File: config.mk
export PLATFORM = sky130hd
export DESIGN_NAME = universal_shift_reg_n
export DESIGN_NICKNAME = d
export VERILOG_FILES = /design/src/rtl/universal_shift_reg_n.sv
export SDC_FILE = /design/constraint.sdc
export NUM_CORES = 1
export LEC_CHECK = 0
export BUFFER_PORTS_ARGS = -buffer_cell sky130_fd_sc_hd__buf_2
export CELL_PAD_IN_SITES_DETAIL_PLACEMENT = 0
export CELL_PAD_IN_SITES_GLOBAL_PLACEMENT = 2
export CORE_ASPECT_RATIO = 1.1
export CORE_MARGIN = 3
export CORE_UTILIZATION = 34
export CTS_CLUSTER_DIAMETER = 100
export DETAILED_ROUTE_END_ITERATION = 12
export GPL_ROUTABILITY_DRIVEN = 1
export HOLD_SLACK_MARGIN = 0.03
export PLACE_DENSITY_LB_ADDON = 0.1
export RECOVER_POWER = 100
export SYNTH_ARGS = -nofsm -noshare
export SYNTH_HDL_FRONTEND = slang
export SYNTH_SLANG_ARGS = --single-unit
File: constraint.sdc
create_clock -name clk -period 2.3 [get_ports clk]
set_input_delay 0.23 -clock clk [delete_from_list [all_inputs] [get_ports clk]]
set_output_delay 0.23 -clock clk [all_outputs]
set_load 0.01 [all_outputs]
File: src/rtl/universal_shift_reg_n.sv
// universal_shift_reg_n: N-bit universal shift register
// single-step ops or autonomous multi-step bursts
module universal_shift_reg_n #(
  parameter int WIDTH = 8,
  parameter int CNT_W = 4
) (
  input  logic             clk,
  input  logic             reset,
  input  logic             en,
  input  logic [2:0]       mode,
  input  logic [WIDTH-1:0] din,
  input  logic             sr_in,
  input  logic             sl_in,
  input  logic             start,
  input  logic [CNT_W-1:0] shamt,
  output logic [WIDTH-1:0] q,
  output logic             sr_out,
  output logic             sl_out,
  output logic             busy,
  output logic             done
);

  typedef enum logic [1:0] {
    IDLE,
    RUN,
    DONE
  } state_t;

  state_t           state, state_n;
  logic [CNT_W-1:0] cnt, cnt_n;
  logic [2:0]       mode_r, mode_n;
  logic [WIDTH-1:0] q_n;
  logic             nop_burst;

  function automatic logic [WIDTH-1:0] apply_op(
    input logic [2:0]       m,
    input logic [WIDTH-1:0] cur,
    input logic [WIDTH-1:0] d,
    input logic             si_r,
    input logic             si_l
  );
    logic [WIDTH-1:0] r;
    r = cur;
    case (m)
      3'b001:  r = {si_r, cur[WIDTH-1:1]};
      3'b010:  r = {cur[WIDTH-2:0], si_l};
      3'b011:  r = d;
      3'b100:  r = {cur[0], cur[WIDTH-1:1]};
      3'b101:  r = {cur[WIDTH-2:0], cur[WIDTH-1]};
      3'b110:  r = {cur[WIDTH-1], cur[WIDTH-1:1]};
      default: r = cur;
    endcase
    return r;
  endfunction

  // hold, load and reserved modes make a burst degenerate
  assign nop_burst = (shamt == '0) || (mode == 3'b000) ||
                     (mode == 3'b011) || (mode == 3'b111);

  // next-state, next-count and next-data selection
  always_comb begin
    state_n = state;
    cnt_n   = cnt;
    mode_n  = mode_r;
    q_n     = q;
    unique case (state)
      IDLE: begin
        if (start) begin
          mode_n = mode;
          if (nop_burst) begin
            state_n = DONE;
          end else begin
            state_n = RUN;
            cnt_n   = shamt;
          end
        end else if (en) begin
          q_n = apply_op(mode, q, din, sr_in, sl_in);
        end
      end
      RUN: begin
        q_n   = apply_op(mode_r, q, din, sr_in, sl_in);
        cnt_n = cnt - 1'b1;
        if (cnt == CNT_W'(1)) begin
          state_n = DONE;
        end
      end
      DONE: begin
        state_n = IDLE;
      end
      default: begin
        state_n = IDLE;
      end
    endcase
  end

  // state, count, latched mode and data registers
  always_ff @(posedge clk) begin
    if (reset) begin
      state  <= IDLE;
      cnt    <= '0;
      mode_r <= '0;
      q      <= '0;
    end else begin
      state  <= state_n;
      cnt    <= cnt_n;
      mode_r <= mode_n;
      q      <= q_n;
    end
  end

  assign busy   = (state == RUN);
  assign done   = (state == DONE);
  assign sr_out = q[0];
  assign sl_out = q[WIDTH-1];

endmodule
==> metrics.cfg <==
[pwr]
combPwrFrac = 0.329
power_density_mw_per_mm2 = 560.3
intPower_w = 0.0005752
p_seq_frac = 0.410
clkPwrFrac = 0.261
power.total_w = 0.0008826
p_sw_w = 0.0003074
swShare = 0.3483
leakage_nw = 0.6577
max-vdd-ir-drop_mv = 0.2578

[outcome]
status = finished, final reports clean

[setup_path]
path_max_fanout = 7
crit_path_start_kind = register
crit_required_ns = 2.49
worst_path_max_delay_cell = a221oi_2
crit_chain = nand2b_1, clkbuf_1, nor2_1, a221oi_2, a32o_1
end_kind = register
max_stage_delay_ns = 0.61
path_buf_inv = 1
path_class = reg2reg
crit_start = state[1]
timing.rr.start = state[1]
cp.arrival_ns = 2.14
cpLargestDelayFamily = compound AO/OA/AOI/OAI gates

[job]
max_cap_viol_count = 0

[clocking]
cts_root_buf = clkbuf_8
clock_latency_ns = 0.25
clock_sinks = 17
numCtsBuffers = 3
cts_hold_buf = 0
cts_tree = yes
postCtsSetupRepairBufs = 0
clk_pin_slew_ns = 0.07
h-tree-depth = 1
cts-resized-gates = 0
cts.path.max_buffers = 2

[drt]
drt_iter0_markers = 84
wirelength_um = 4060
ant_nets = 0
routedWlPerCell_um = 16.99
dr.pass1.iters = 5
vias_per_cell = 5.946
vias = 1421
drc = 0

[min_path]
hp-class = in2reg
min_from = shamt[0]

[timing]
fmax_ghz = 0.5149
fin_worst_skew_ns = 0.003821
rsz0062_at_grt = false
setup_viol = 0
finalHoldViolations = 0
min_period_ns = 1.942
period_share = 0.8443
timing_worst_slew_pin_value_ns = 0.7683
fin_setup_tns_ns = 0
slew_viol_final = 0
slew_headroom = 0.4867

[cells_and_area]
syn_to_final_growth_pct = 11.61
n_antenna_cell = 0
num-nets-final = 213
drive_gt1_frac = 0.1905

[yosys]
yosys.cell_types.count = 45
syn_area_mm2 = 0.001411
async_flop_share = 0
syn_area_per_cell_um2 = 8.659
ys_ff_latch = 17
ys_warn_count = 0
seq_area_frac_synth = 0.2411
synth_edf_count = 0
syn_inst = 163
syn_nets = 186
ys.flop_type = dfxtp_1

[placed_design]
place.gp.congestion = 0.8575
port-buffer-count = 32
dp_hpwl_um = 3014

[die]
coreArea_mm2 = 0.003827
die_w_um = 67.43
start_util = 0.3687
chipHeight_um = 73.58
io_pins = 33
dieArea_mm2 = 0.004961
fp-row-count = 23

[global_route]
overflow = 0
grt_usage = 0.1729
antenna_found_initial = 0
grt_pass1_wl_um = 6603
grt_pass1_vias = 1355
grt_max_degree = 20

worst reg2reg max path, delay by kind of cell, from the launching register on:
family	cells	cell delay [ns]
AO/OA/AOI/OAI	2	0.82
flip-flops	1	0.38
buffers and inverters	1	0.36
AND/OR/NAND/NOR	2	0.32
synthesized netlist by cell type (all sizes together), types with 2 or more instances:
| cell | n | share of area |
|---|---|---|
| nor3 | 2 | 0.0071 |
| a311oi | 3 | 0.019 |
| inv | 8 | 0.021 |
| a221oi | 8 | 0.062 |
| a32o | 8 | 0.058 |
| nand2 | 4 | 0.011 |
| a21oi | 5 | 0.018 |
| buf | 13 | 0.068 |
| o221ai | 2 | 0.012 |
| dfxtp | 17 | 0.24 |
| a31oi | 2 | 0.0089 |
| nor2 | 20 | 0.053 |
| nor2b | 4 | 0.018 |
| o21a | 2 | 0.011 |
| o21ai | 6 | 0.021 |
| and3b | 5 | 0.033 |
| nand2b | 4 | 0.018 |
| a21o | 8 | 0.043 |
| mux2i | 9 | 0.064 |
| a221o | 11 | 0.078 |
| nand3 | 4 | 0.014 |
| ha | 2 | 0.018 |
layout by cell type, fill, tap and decap left out, types with 2 or more instances in the layout:
cell type / synthesis / layout
and3b_1: 3 / 3
buf_4: 6 / 3
o21ai_0: 6 / 6
a32o_1: 7 / 7
nand2b_1: 4 / 4
ha_1: 2 / 2
nor2b_1: 4 / 4
o221ai_1: 2 / 2
o21a_1: 2 / 2
mux2i_1: 9 / 9
a21o_1: 8 / 8
and3b_2: 2 / 2
a31oi_1: 2 / 2
a221oi_1: 7 / 7
nand3_1: 4 / 4
a311oi_1: 3 / 3
buf_2: 2 / 21
clkbuf_1: 1 / 12
nand2_1: 4 / 4
clkbuf_8: 0 / 3
a221o_1: 11 / 11
a21oi_1: 5 / 5
dfxtp_1: 17 / 17
inv_1: 7 / 8
nor2_1: 20 / 20
nor3_1: 2 / 2
routing by layer:
layer	GRT usage	vias to the layer above	routed length, um
li1	-	692	-
met1	0.2330	683	1843
met2	0.2926	44	1954
met3	0.02446	2	249
met4	0.03378	0	13
met5	0	-	0
power by group through the flow:
stage	registers [W]	logic, W	clock network (W)
2_1_floorplan	0.000359	0.000228	0
3_3_place_gp	0.000368	0.000299	0
3_5_place_dp	0.000368	0.000298	0
4_1_cts	0.000361	0.000300	0.000245
5_1_grt	0.000367	0.000321	0.000254
6_report	0.000362	0.000291	0.000230
cells by family after synthesis:
kind of cell | Yosys count | share of synthesized area
compound gates | 61 | 0.3670
simple gates | 51 | 0.2119
buf+inv | 22 | 0.09220
flops | 17 | 0.2411
mux | 9 | 0.06383
fa+ha+maj | 2 | 0.01773
xor+xnor | 1 | 0.006207
state kept, by name, indices dropped and copies added, names as in the netlist:
name and flops:
cnt 4, mode_r 3, q 8, state 2
final cells by class:
type	instances	area (um^2)
Clock buffer	3	41.29
Timing Repair Buffer	36	172.7
Tap cell	50	62.56
Inverter	8	30.03
Fill cell	413	2252
Sequential cell	17	340.3
Multi-Input combinational cell	124	923.4
Clock inverter	1	5.005
final timing paths:
kind / to / slack (ns) / cells past startpoint
setup / recovery: q[6] / 0.36 / 5
hold / removal: cnt[0] / 0.25 / 3
setup reg to reg: q[6] / 0.36 / 5
hold reg to reg: cnt[2] / 0.53 / 1
per-stage QoR:
| stage | utilization | std cells | instance area (um^2) | hold slack (ns) | setup slack (ns) |
|---|---|---|---|---|---|
| 5_1_grt | 0.4116 | 239 | 1575 | 0.2680 | 0.2365 |
| 3_3_place_gp | 0.4086 | 235 | 1564 | 0.5049 | 0.5592 |
| 3_5_place_dp | 0.4086 | 235 | 1564 | 0.5123 | 0.5453 |
| 4_1_cts | 0.4207 | 239 | 1610 | 0.2427 | 0.5386 |
| 6_report | 0.4116 | 239 | 1575 | 0.2527 | 0.3581 |
| 2_1_floorplan | - | 163 | 1411 | 0.3847 | 0.6598 |
Power figures use the tool's default switching activity.
